[src/rtl/mj32_pkg.sv]
// Shared core constants: store opcodes (also used by store decode) and the
// store-buffer drain state encoding.
package mj32_pkg;

  localparam logic [2:0] OP_NONE = 3'b000;
  localparam logic [2:0] OP_SB   = 3'b001;
  localparam logic [2:0] OP_SH   = 3'b010;
  localparam logic [2:0] OP_SW   = 3'b011;

  typedef enum logic {
    DRN_IDLE = 1'b0,
    DRN_REQ  = 1'b1
  } drain_state_t;

endpackage

[src/rtl/store_fifo.sv]
// DEPTH-entry synchronous FIFO of {word address, byte enables, write data}
// with a registered occupancy count and per-entry word-address hit outputs.
module store_fifo
  import mj32_pkg::*;
#(
  parameter int DEPTH = 4,
  parameter int AW    = 32
) (
  input  logic                   clk,
  input  logic                   rst,
  input  logic                   push,
  input  logic [AW-3:0]          push_waddr,
  input  logic [3:0]             push_be,
  input  logic [31:0]            push_wdata,
  input  logic                   pop,
  output logic [AW-3:0]          head_waddr,
  output logic [3:0]             head_be,
  output logic [31:0]            head_wdata,
  output logic                   full,
  output logic                   empty,
  output logic [$clog2(DEPTH):0] count,
  input  logic [AW-3:0]          cmp_waddr,
  output logic [DEPTH-1:0]       cmp_hit
);

  localparam int PW = $clog2(DEPTH);
  localparam int CW = PW + 1;

  logic [AW-3:0] waddr_q [DEPTH];
  logic [3:0]    be_q    [DEPTH];
  logic [31:0]   wdata_q [DEPTH];
  logic [PW-1:0] wr_ptr, rd_ptr;
  logic          do_push, do_pop;

  assign full    = (count == CW'(DEPTH));
  assign empty   = (count == '0);
  assign do_push = push & ~full;
  assign do_pop  = pop & ~empty;

  // Entry payload carries no reset: validity is tracked by count alone.
  always_ff @(posedge clk) begin
    if (do_push) begin
      waddr_q[wr_ptr] <= push_waddr;
      be_q[wr_ptr]    <= push_be;
      wdata_q[wr_ptr] <= push_wdata;
    end
  end

  always_ff @(posedge clk) begin
    if (rst) begin
      wr_ptr <= '0;
      rd_ptr <= '0;
      count  <= '0;
    end else begin
      if (do_push) wr_ptr <= wr_ptr + 1'b1;
      if (do_pop)  rd_ptr <= rd_ptr + 1'b1;
      count <= count + CW'(do_push) - CW'(do_pop);
    end
  end

  assign head_waddr = waddr_q[rd_ptr];
  assign head_be    = be_q[rd_ptr];
  assign head_wdata = wdata_q[rd_ptr];

  // Slot i is live when its distance from the head is below the count.
  for (genvar i = 0; i < DEPTH; i++) begin : g_cmp
    logic [PW-1:0] off;
    assign off        = PW'(i) - rd_ptr;
    assign cmp_hit[i] = ({1'b0, off} < count) && (waddr_q[i] == cmp_waddr);
  end

endmodule

[src/rtl/store_buffer.sv]
// Posted-write store buffer: alignment check, lane/byte-enable build,
// queueing, and a req/ack drain to data memory with load-hazard detection.
module store_buffer
  import mj32_pkg::*;
#(
  parameter int DEPTH = 4,
  parameter int AW    = 32
) (
  input  logic          clk,
  input  logic          rst,
  input  logic          st_valid,
  output logic          st_ready,
  input  logic [2:0]    operation,
  input  logic [AW-1:0] address,
  input  logic [31:0]   data_in,
  output logic          mem_req,
  output logic [AW-1:0] mem_addr,
  output logic [31:0]   mem_wdata,
  output logic [3:0]    mem_be,
  input  logic          mem_ack,
  input  logic [AW-1:0] ld_addr,
  output logic          ld_hazard,
  output logic          misalign,
  output logic [AW-1:0] misalign_addr,
  output logic          empty
);

  localparam int CW = $clog2(DEPTH) + 1;

  logic [1:0]    ofs;
  logic          is_store, aligned, take, push, bad;
  logic [3:0]    new_be;
  logic [31:0]   new_wdata;
  logic          pop, full;
  logic [CW-1:0] count;
  logic [AW-3:0] head_waddr;
  logic [3:0]    head_be;
  logic [31:0]   head_wdata;
  logic [DEPTH-1:0] hit;
  logic [AW-1:0] hold_addr;
  logic [3:0]    hold_be;
  logic [31:0]   hold_wdata;
  logic          unused_ld_lo;
  drain_state_t  state_q, state_d;

  assign ofs = address[1:0];

  always_comb begin
    is_store  = 1'b0;
    aligned   = 1'b1;
    new_be    = 4'b0000;
    new_wdata = data_in;
    case (operation)
      OP_SB: begin
        is_store  = 1'b1;
        new_be    = 4'b0001 << ofs;
        new_wdata = {4{data_in[7:0]}};
      end
      OP_SH: begin
        is_store  = 1'b1;
        aligned   = ~address[0];
        new_be    = 4'b0011 << ofs;
        new_wdata = {2{data_in[15:0]}};
      end
      OP_SW: begin
        is_store  = 1'b1;
        aligned   = (ofs == 2'b00);
        new_be    = 4'b1111;
      end
      default: ;
    endcase
  end

  assign st_ready = ~full;
  assign take     = st_valid & st_ready & is_store;
  assign push     = take & aligned;
  assign bad      = take & ~aligned;

  always_ff @(posedge clk) begin
    if (rst) begin
      misalign      <= 1'b0;
      misalign_addr <= '0;
    end else begin
      misalign <= bad;
      if (bad) misalign_addr <= address;
    end
  end

  store_fifo #(.DEPTH(DEPTH), .AW(AW)) u_fifo (
    .clk        (clk),
    .rst        (rst),
    .push       (push),
    .push_waddr (address[AW-1:2]),
    .push_be    (new_be),
    .push_wdata (new_wdata),
    .pop        (pop),
    .head_waddr (head_waddr),
    .head_be    (head_be),
    .head_wdata (head_wdata),
    .full       (full),
    .empty      (empty),
    .count      (count),
    .cmp_waddr  (ld_addr[AW-1:2]),
    .cmp_hit    (hit)
  );

  assign ld_hazard    = |hit;
  assign unused_ld_lo = ^ld_addr[1:0];

  always_ff @(posedge clk) begin
    if (rst) state_q <= DRN_IDLE;
    else     state_q <= state_d;
  end

  always_comb begin
    state_d = state_q;
    pop     = 1'b0;
    case (state_q)
      DRN_IDLE: if (count != '0) state_d = DRN_REQ;
      DRN_REQ: begin
        if (mem_ack) begin
          pop = 1'b1;
          if (count <= CW'(1)) state_d = DRN_IDLE;
        end
      end
      default: state_d = DRN_IDLE;
    endcase
  end

  // Head is stable in REQ (pop only on ack); the hold copy keeps the bus
  // quiet at the last written value once the drain goes idle.
  always_ff @(posedge clk) begin
    if (rst) begin
      hold_addr  <= '0;
      hold_be    <= '0;
      hold_wdata <= '0;
    end else if (state_q == DRN_REQ) begin
      hold_addr  <= {head_waddr, 2'b00};
      hold_be    <= head_be;
      hold_wdata <= head_wdata;
    end
  end

  assign mem_req   = (state_q == DRN_REQ);
  assign mem_addr  = mem_req ? {head_waddr, 2'b00} : hold_addr;
  assign mem_be    = mem_req ? head_be : hold_be;
  assign mem_wdata = mem_req ? head_wdata : hold_wdata;

endmodule
[config.mk]
export PLATFORM = sky130hd
export DESIGN_NAME = store_buffer
export DESIGN_NICKNAME = d
export VERILOG_FILES = /design/src/rtl/mj32_pkg.sv /design/src/rtl/store_fifo.sv /design/src/rtl/store_buffer.sv
export SDC_FILE = /design/constraint.sdc
export NUM_CORES = 1
export LEC_CHECK = 0
export ABC_AREA = 0
export CORE_MARGIN = 2
export CORE_UTILIZATION = 45
export DETAILED_ROUTE_END_ITERATION = 6
export GPL_ROUTABILITY_DRIVEN = 0
export PLACE_DENSITY = 0.74
export REMOVE_ABC_BUFFERS = 1
export SLEW_MARGIN = 20
export SYNTH_ARGS = -nofsm -noshare
export SYNTH_HDL_FRONTEND = slang
export SYNTH_HIERARCHICAL = 1
export SYNTH_SLANG_ARGS = --single-unit
[constraint.sdc]
create_clock -name clk -period 4.81 [get_ports clk]
set_input_delay 0.962 -clock clk [delete_from_list [all_inputs] [get_ports clk]]
set_output_delay 0.962 -clock clk [all_outputs]
set_load 0.005 [all_outputs]
Yosys cells after proc, flatten, opt, wreduce, memory -nomap -nowiden
Memory sizes are Yosys's and may differ from the RTL's. A register that Yosys moved wholly into a read port is not among the register bits.
Cells that the tools add are included.
{ "totals": {"register_bits": 109, "ramBits": 264, "output_inout_bits": 105, "mem_count": 3} }
{ "mem_list": {"columns": ["name", "depth", "width", "rd", "rd_clocked_by_memory_dff", "write_ports", "line_no", "source"], "rows": [
  ["u_fifo.wdata_q", 4, 32, 1, 1, 1, "store_fifo.sv:31", "logic [31:0] wdata_q [DEPTH];"],
  ["u_fifo.waddr_q", 4, 30, 5, 1, 1, "store_fifo.sv:29", "logic [AW-3:0] waddr_q [DEPTH];"],
  ["u_fifo.be_q", 4, 4, 1, 1, 1, "store_fifo.sv:30", "logic [3:0] be_q [DEPTH];"]
]} }
{ "classes": {"n_addsub": 8, "n_lt_le_gt_ge": 5, "eq_ne": 8, "shifts": 2, "muxes": 21, "n_bitwise": 11, "n_reduce_logical": 9} }
{ "op_table": {"columns": ["operator", "n"], "rows": [
  ["$eq A30 B30 Y1", 4],
  ["$mux W32", 2],
  ["$pmux W32 S2", 1],
  ["$lt A2 B3 Y1", 4],
  ["$mux W2", 6],
  ["$pmux W4 S3", 1],
  ["$mux W1", 8],
  ["$and A1 B1 Y1", 6],
  ["$eq A3 B2 Y1 const B", 2],
  ["$not A1 Y1", 5],
  ["$add A2 B1 Y2 const B", 2],
  ["$logic_and A1 B1 Y1", 4],
  ["$mux W4", 1],
  ["$pmux W1 S2", 2],
  ["$reduce_or A4 Y1", 1],
  ["$shl A1 B2 Y4 const A", 1],
  ["$shl A2 B2 Y4 const A", 1],
  ["$sub A1 B2 Y2 const A", 2],
  ["$sub A2 B2 Y2 const A", 2],
  ["$add A3 B1 Y3", 1],
  ["$eq A3 B1 Y1 const B", 1],
  ["$eq A3 B3 Y1 const B", 1],
  ["$le A3 B1 Y1 const B", 1],
  ["$logic_not A3 Y1", 1],
  ["other kinds (4)", 4]
]} }

Logic depth before layout (Yosys ltp)
Gate-level depths: netlist of run 1.
{ "logic_depth": {"depth_word": 8, "depth_mapped": 15, "ltp_nobuf": 13} }

Modules after synthesis
Netlist of run 1, hierarchy kept.
{ "modules_own_cells": {"columns": ["mod", "n_inst", "cells_each", "area_per_inst_um2"], "rows": [
  ["store_fifo", 1, 570, 11392.2],
  ["store_buffer", 1, 471, 4830.9]
]} }

Worst setup path after synthesis of run 1
No wires, ideal clock.
{ "synth_path": {"path_type": "input to register", "startpoint": "input operation[1]", "endpoint": "memory u_fifo.be_q[1][0] (enable)", "setup_ps": 431, "arrival_ps": 3552, "t_required_ps": 4379, "slack_ps": 827, "stages": 7, "n_path_buf": 3, "path_cell_list": "buf_2 > buf_2 > nor2b_1 > nor4_1 > nor2b_1 > clkbuf_1 > and2_1"} }
{ "synth_between": {"elab_chain_len": 8} }
{ "synth_lines": {"columns": ["element", "line_no", "source"], "rows": [
  ["start: declaration", "store_buffer.sv:13", "input logic [2:0] operation,"],
  ["$eq A3 B2 Y1 or $eq A3 B1 Y1 (tied branches)", "store_buffer.sv:53", "case (operation)"],
  ["$reduce_or A3 Y1 (no line)", null, null],
  ["$mux W1", "store_buffer.sv:53", null],
  ["$and A1 B1 Y1", "store_buffer.sv:75", "assign take = st_valid & st_ready & is_store;"],
  ["$and A1 B1 Y1 (*)", "store_buffer.sv:76", "assign push = take & aligned;"],
  ["named net push", "store_buffer.sv:31", "logic is_store, aligned, take, push, bad;"],
  ["$and A1 B1 Y1 (*)", "store_fifo.sv:37", "assign do_push = push & ~full;"],
  ["$mux W1 (*)", "store_fifo.sv:42", "if (do_push) begin"],
  ["$mux W1 (not written as such) (*)", "store_fifo.sv:44", "be_q[wr_ptr] <= push_be;"],
  ["end: declaration", "store_fifo.sv:30", null]
]} }
The timed path passes the listed nets; every way through them passes the cells marked *.

Worst setup path after layout of run 1
{ "layout_path": {"startpoint": "input ld_addr[23]", "endpoint": "output ld_hazard"} }
{ "layout_between": {"elab_chain_len": 3} }
{ "layout_lines": {"columns": ["element", "line_no", "source"], "rows": [
  ["start: declaration", "store_buffer.sv:21", "input logic [AW-1:0] ld_addr,"],
  ["$eq A30 B30 Y1", "store_fifo.sv:69", "assign cmp_hit[i] = ({1'b0, off} < count) && (waddr_q[i] == cmp_waddr);"],
  ["$logic_and A1 B1 Y1", "store_fifo.sv:69", null],
  ["named net hit[0]", "store_buffer.sv:39", "logic [DEPTH-1:0] hit;"],
  ["$reduce_or A4 Y1", "store_buffer.sv:107", "assign ld_hazard = |hit;"],
  ["end: declaration", "store_buffer.sv:22", "output logic ld_hazard,"]
]} }
The timed path passes the listed nets, and every way through them passes these cells.

==> results of run 1 <==
==> per-stage QoR <==
| step | util (%) | hold slack, ns | instances | power, mW |
|---|---|---|---|---|
| 2_1_floorplan | - | 0.464 | 990 | 4.55 |
| 3_3_place_gp | 52.7 | 0.457 | 1675 | 5.36 |
| 3_5_place_dp | 52.7 | 0.463 | 1675 | 5.38 |
| 4_1_cts | 56.7 | 0.477 | 1753 | 8.66 |
| 5_1_grt | 56.7 | 0.492 | 1753 | 8.90 |
| 6_report | 56.7 | 0.473 | 1753 | 8.55 |
==> logic make-up after synthesis <==
family / Yosys count
flops: 375
simple gates: 238
mux: 181
xor+xnor: 127
buf+inv: 65
compound gates: 44
fa+ha+maj: 11
==> worst max-delay path by stage <==
| stage | startpoint | endpoint | slack [ns] | cells past startpoint |
|---|---|---|---|---|
| after floorplan | flop | mem_addr[10] | 0.11 | 2 |
| after global placement | ld_addr[23] | ld_hazard | 0.47 | 7 |
| after detailed placement | operation[0] | u_fifo/count[2] | 0.42 | 14 |
| after CTS | ld_addr[23] | ld_hazard | 0.42 | 7 |
| after global routing | ld_addr[30] | ld_hazard | 0.33 | 7 |
| final | ld_addr[23] | ld_hazard | 0.40 | 7 |
==> power by group <==
part	switching [mW]	internal (mW)
combinational	0.580	0.922
sequential	0.142	3.65
clock	1.27	1.98
total	1.99	6.56
==> cell type report <==
| type | instances | area [sq um] |
|---|---|---|
| timing repair buffer | 224 | 2220 |
| fill | 2823 | 15400 |
| clock buffer | 58 | 1210 |
| sequential | 375 | 10200 |
| multi-input combinational | 601 | 5750 |
| inverter | 14 | 52.6 |
| tap | 461 | 577 |
| clock inverter | 20 | 208 |
==> flip-flops by register name, indices dropped and copies added (netlist names), named ones only <==
signal and count:
u_fifo/wr_ptr 2, hold_be 4, u_fifo/be_q 16, u_fifo/wdata_q 128, u_fifo/count 3, misalign 1, hold_wdata 32, u_fifo/waddr_q 120
mem_req 1, hold_addr 32, u_fifo/rd_ptr 2, misalign_addr 32
==> per-layer routing <==
metal,wire [um],share of wire [%],up-vias,GRT usage (%)
li1,-,-,4296,-
met1,16100,42,4698,26.3
met2,18800,50,277,34.0
met3,2360,6.2,56,4.11
met4,752,2.0,0,5.47
met5,0,0,-,0
==> layout by cell type (no fill, tap or decap), types with 7 or more instances in the layout <==
cell type,Yosys,routed
edfxtp_1,264,264
clkdlybuf4s50_1,0,204
dfxtp_1,111,108
xor2_1,104,104
mux2_2,82,82
nor2b_1,75,75
mux4_2,66,66
nand2b_1,65,65
clkbuf_16,0,45
nor2_1,34,34
mux2i_1,33,33
xnor2_1,23,23
nor4_1,23,23
a21oi_1,19,19
buf_4,7,18
inv_1,13,13
nand2_1,10,10
ha_1,10,10
clkbuf_1,22,9
o211ai_1,8,8
o221a_2,8,8
nand4_1,7,7
==> worst max-delay path, stage by stage <==
cell and delay [ns]:
clkdlybuf4s50_1 0.62, xor2_1 0.20, nor4_1 0.48, nand3_1 0.17, a2111oi_2 0.29, or4_1 0.19
clkdlybuf4s50_1 0.51
==> impl_metrics.ini, run 1 <==
[status]
outcome = finished, final reports clean

[sta]
final_min_period_over_clock_period_pct = 91.7
fin_tns_setup_ns = 0
finalCriticalPeriod_ns = 4.41
final_hold_viols = 0
slew_at_the_pin_closest_to_its_max_slew_limit_ns = 0.808
finalMaxSlewViolations = 0
max-slew-margin-rel_pct = 46.0
clock-skew-final_ns = 0.0196
max_freq_ghz = 0.227
rsz_0062_raised_after_global_routing = false
setup_viol_count_final = 0
final_critical_path_setup_slack_ns = 0.401

[floorplan]
floorplan.rows = 69
io_pins = 208
dieHeight_um = 194
design.core.area_sq_mm = 0.0356
die_area_sq_mm = 0.0376
initial_utilization_pct = 45.6
die_width_um = 194

[clocking]
cts_root_buf = clkbuf_16
worst_skew_pair.late_latency_ns = 0.55
cts_setup_buffers = 0
h_tree_lvl_count = 2
clock_tree_from_tritoncts = built
cts_made_buffers = 42
postcts_resize_cnt = 0
clock_sinks = 375
cts.path.max_buffers = 3
cts_hold_repair.buffers = 0
clk_pin_slew_worst_paths_ns = 0.06

[worst_setup_path]
worstRegToRegCells = 13
cp_max_fo = 4
worst-setup-path-type = input port to output port
arrival_time_of_data_at_the_critical_path_endpoint_ns = 3.45
critical_path.reg2reg.startpoint = u_fifo/count[2]
timing.reg2reg.setup_slack_ns = 1.46
type_of_destination_of_the_critical_path = output port
crit_path_start_kind = input port
timing.rr.end = u_fifo/count[2]
worst-endpoint-required_ns = 3.85

[worst_hold_path]
hold_path_startpoint = misalign_addr[18]
whs_endpoint = misalign_addr[18]
worst_hold_path.num_cells = 2
min-delay-path-class = flop to flop

[global_routing]
grt_overflow_total = 0
via_count_of_the_first_global_routing_pass = 9593
grt_max_degree = 75
antenna_found_initial = 0
wire_length_of_the_first_global_routing_pass_um = 57600
grt_use_total_pct = 20.0

[run]
cap_viol_max_count = 0

[yosys]
synth_commonest_cells = 264 x edfxtp_1, 111 x dfxtp_1, 104 x xor2_1
synth_seq_area_share_pct = 62.6
synth_ff_type = edfxtp_1
synth.area.top_cells = edfxtp_1 49%, dfxtp_1 14%, mux4_2 9.2%
synth_xor_area_share_pct = 6.86
synth-adder-area-share_pct = 0.895
ys_ff_latch = 375
post_synth_and_or_nand_nor_area_fraction_pct = 8.64
post_synth_mux_area_share_pct = 16.9
yosys.area.top_type_share_pct = 48.9
yosysWarningCount = 6
compound_cell_area_share_of_the_yosys_netlist_pct = 2.05
synthesis.area_sq_mm = 0.0162
syn_avg_cell_area_sq_um = 15.6
post-synth-top-count-cell = edfxtp_1
netlist-cell-type-count = 41
synth_edf_count = 264
synthCells = 1041
post-synth-top-area-cell = edfxtp_1
synth-async-reset-ratio_pct = 0
largest_family_of_logic_cells_by_synthesized_area = multiplexers

[cells_and_area]
antenna_cells_inserted = 0
final_area_sq_mm = 0.0202
drive_gt1_share_pct = 19.7
growth_of_design_area_from_synthesis_to_finish_pct = 24.3
num-nets-final = 1372

[routing]
detail_route.wirelength_um = 38000
dr.first_iter.drc_count = 590
via_per_instance_ratio = 5.32
detailedRoute.firstPassIterationCount = 5
wire_length_per_cell_after_detailed_routing_um = 21.7
via_count = 9327
drcViolationCount = 0
final_antenna_net_count = 0

[placement]
place.port_buffers = 205
dp_worst_setup_slack_ns = 0.416
post-dp-hpwl_um = 25200
post_dp_cell_area_sq_mm = 0.0188

[power]
power_leakage_nw = 6.78
vdd.ir_drop.worst_mv = 0.294
pwr_density_cell_mw_per_mm2 = 424
Note: power is estimated with default switching activity, not from simulation.
==> run 2: changes to the inputs <==
--- a/config.mk
+++ b/config.mk
@@ -7,10 +7,10 @@
 export LEC_CHECK = 0
 export ABC_AREA = 0
 export CORE_MARGIN = 2
-export CORE_UTILIZATION = 45
+export CORE_UTILIZATION = 30
 export DETAILED_ROUTE_END_ITERATION = 6
 export GPL_ROUTABILITY_DRIVEN = 0
-export PLACE_DENSITY = 0.74
+export PLACE_DENSITY = 0.56
 export REMOVE_ABC_BUFFERS = 1
 export SLEW_MARGIN = 20
 export SYNTH_ARGS = -nofsm -noshare
==> constraint.sdc (replaced) <==
create_clock -name clk -period 4.81 [get_ports clk]
set_input_delay 0.962 -clock clk [delete_from_list [all_inputs] [get_ports clk]]
set_output_delay 0.962 -clock clk [all_outputs]
set_load 0.02 [all_outputs]
==> run 2 against run 1 <==
Net effect: total power rose by 4.8%; die area rose by 49%; sequential share of layout area fell by 1.1 points; fmax fell by 2.7%; combinational power rose by 23%; global-route usage fell by 5.0 points; flip-flop and latch count did not move; clock-buffer cell count rose by 2; first-iteration DRC count fell by 5.8%; via count fell by 0.30%; setup slack got worse by 0.12 ns; final cell count rose by 14%; largest cell class unchanged; largest power group unchanged.
==> impl_metrics.ini, run 2 (synthesis gave the netlist of run 1 again) <==
[status]
outcome = finished, final reports clean

[power]
p_sw_mw = 2.33
clockPowerShare_pct = 37.5
power.switching_fraction_pct = 26.0
power_leakage_nw = 6.84
pwr_density_cell_mw_per_mm2 = 434
vdd.ir_drop.worst_mv = 0.279
power_frac_seq_pct = 42.0
p_total_mw = 8.96
power.share.combinational_pct = 20.5
internal_power_mw = 6.64

[worst_setup_path]
cp_max_fo = 4
cpMaxStageDelayCell = clkdlybuf4s50_1
buffers_plus_inverters_on_the_worst_setup_path = 2
worst-endpoint-required_ns = 3.85
arrival_time_of_data_at_the_critical_path_endpoint_ns = 3.57
timing.reg2reg.setup_slack_ns = 1.57
worstRegToRegCells = 14
max_stage_delay_ns = 0.61
type_of_destination_of_the_critical_path = output port
crit_path_start_kind = input port
cell_family_contributing_the_most_delay_on_the_critical_path = buffers and inverters
timing.rr.end = u_fifo/count[2]
cpMostUsedCell = clkdlybuf4s50_1
worst-setup-path-type = input port to output port
critical_path.reg2reg.startpoint = u_fifo/count[2]
worstPathCellList = clkdlybuf4s50_1 -> xor2_1 -> nor4_1 -> nand3_1 -> a2111oi_2 -> or4_1 -> clkdlybuf4s50_1

[clocking]
clk_pin_slew_worst_paths_ns = 0.05
h_tree_lvl_count = 2
postcts_resize_cnt = 0
cts_made_buffers = 44
cts_root_buf = clkbuf_16
cts_setup_buffers = 0
cts.path.max_buffers = 3
clock_tree_from_tritoncts = built
clock_sinks = 375
worst_skew_pair.late_latency_ns = 0.57
cts_hold_repair.buffers = 0

[floorplan]
floorplan.rows = 85
design.core.area_sq_mm = 0.0536
die_area_sq_mm = 0.0560
io_pins = 208
initial_utilization_pct = 30.3
die_width_um = 237
dieHeight_um = 237

[global_routing]
antenna_found_initial = 0
grt_use_total_pct = 15.0
wire_length_of_the_first_global_routing_pass_um = 62600
grt_max_degree = 114
grtUsageMet2_pct = 25.8
grt_overflow_total = 0
grt_use_met3_pct = 2.79
gr-usage-met1_pct = 19.4
gr-max-usage-layer = met2
via_count_of_the_first_global_routing_pass = 9617

[placement]
dp_worst_setup_slack_ns = 0.291
post-dp-hpwl_um = 29000
place.port_buffers = 205
post-place-cells = 1919

[worst_hold_path]
hold_path_startpoint = misalign_addr[23]
worst_hold_path.num_cells = 2
min-delay-path-class = flop to flop
whs_endpoint = misalign_addr[23]

[sta]
fin_tns_setup_ns = 0
final_critical_path_setup_slack_ns = 0.278
max-slew-margin-rel_pct = 45.2
clock-skew-final_ns = 0.0202
slew_at_the_pin_closest_to_its_max_slew_limit_ns = 0.821
finalMaxSlewViolations = 0
finalCriticalPeriod_ns = 4.53
rsz_0062_raised_after_global_routing = false
setup_viol_count_final = 0
final_hold_viols = 0
max_freq_ghz = 0.221
final_min_period_over_clock_period_pct = 94.2

[cells_and_area]
growth_of_design_area_from_synthesis_to_finish_pct = 27.2
layout.cells.most_common_list = 264 x edfxtp_1, 204 x clkdlybuf4s50_1, 108 x dfxtp_1
drive_gt1_share_pct = 20.3
multiInputGateArea_sq_mm = 0.00575
regMostFlops = u_fifo/wdata_q
largestRegisters = u_fifo/wdata_q x128, u_fifo/waddr_q x120
layout_commonest_cell = edfxtp_1
antenna_cells_inserted = 0
final-seq-area_sq_mm = 0.0102
final_util_pct = 38.5
largest_register_ffs = 128
finish.cell_count_without_fillers = 1999
num-nets-final = 1383
nFillCells = 5094

[routing]
detailedRoute.firstPassIterationCount = 5
via_per_instance_ratio = 4.65
detail_route.wirelength_um = 42200
via_count = 9299
wire_length_per_cell_after_detailed_routing_um = 21.1
dr.first_iter.drc_count = 556
final_antenna_net_count = 0
drcViolationCount = 0

[run]
cap_viol_max_count = 0
run 2: cell types whose count changed in the layout (fill, tap and decap cells not counted), moves of 2 or more:
cell / change
and2_4: +4
clkinvlp_4: +4
clkinv_1: -2
buf_4: +4
buf_12: +4
clkbuf_1: +2
and2_2: -4
run 2: how the worst max path moves through the flow:
stage | slack [ns] | endpoint | depth (start not counted) | startpoint
after floorplan | 0.06 | mem_addr[10] | 2 | flop
after global placement | 0.29 | ld_hazard | 7 | ld_addr[6]
after detailed placement | 0.29 | ld_hazard | 7 | ld_addr[6]
after CTS | 0.29 | ld_hazard | 7 | ld_addr[6]
after global routing | 0.16 | ld_hazard | 7 | ld_addr[6]
final | 0.28 | ld_hazard | 7 | ld_addr[30]
run 2: layout make-up:
class                   instances  area share [%]
well taps                     696            4.22
clock inverters                20            1.15
inverters                      14           0.255
flip-flops and latches        375            49.2
repair buffers                233            11.3
clock buffers                  60            5.93
multi-input cells             601            27.9
run 2: layer usage:
layer	up-vias	routed length (um)
met1	4675	18700
met4	0	810
li1	4330	-
met3	49	1970
met5	-	0
met2	245	20800
run 2: metrics by stage:
| step | area, sq um | hold slack, ns |
|---|---|---|
| 2_1_floorplan | 15900 | 0.514 |
| 3_3_place_gp | 19200 | 0.457 |
| 3_5_place_dp | 19200 | 0.465 |
| 4_1_cts | 20600 | 0.474 |
| 5_1_grt | 20600 | 0.491 |
| 6_report | 20600 | 0.472 |
run 2: worst min-delay path, cell delays in order (launching register included):
cell and delay (ns):
dfxtp_1 0.31, nand2b_1 0.06, mux2i_1 0.05
run 2: power groups by stage:
stage / Combinational [mW] / Sequential [mW] / Clock, mW
after detailed placement: 1.87 / 3.84 / 0
final: 1.84 / 3.76 / 3.36
after global routing: 1.96 / 3.79 / 3.59
after floorplan: 0.966 / 3.86 / 0
after global placement: 1.85 / 3.83 / 0
after CTS: 1.88 / 3.77 / 3.45
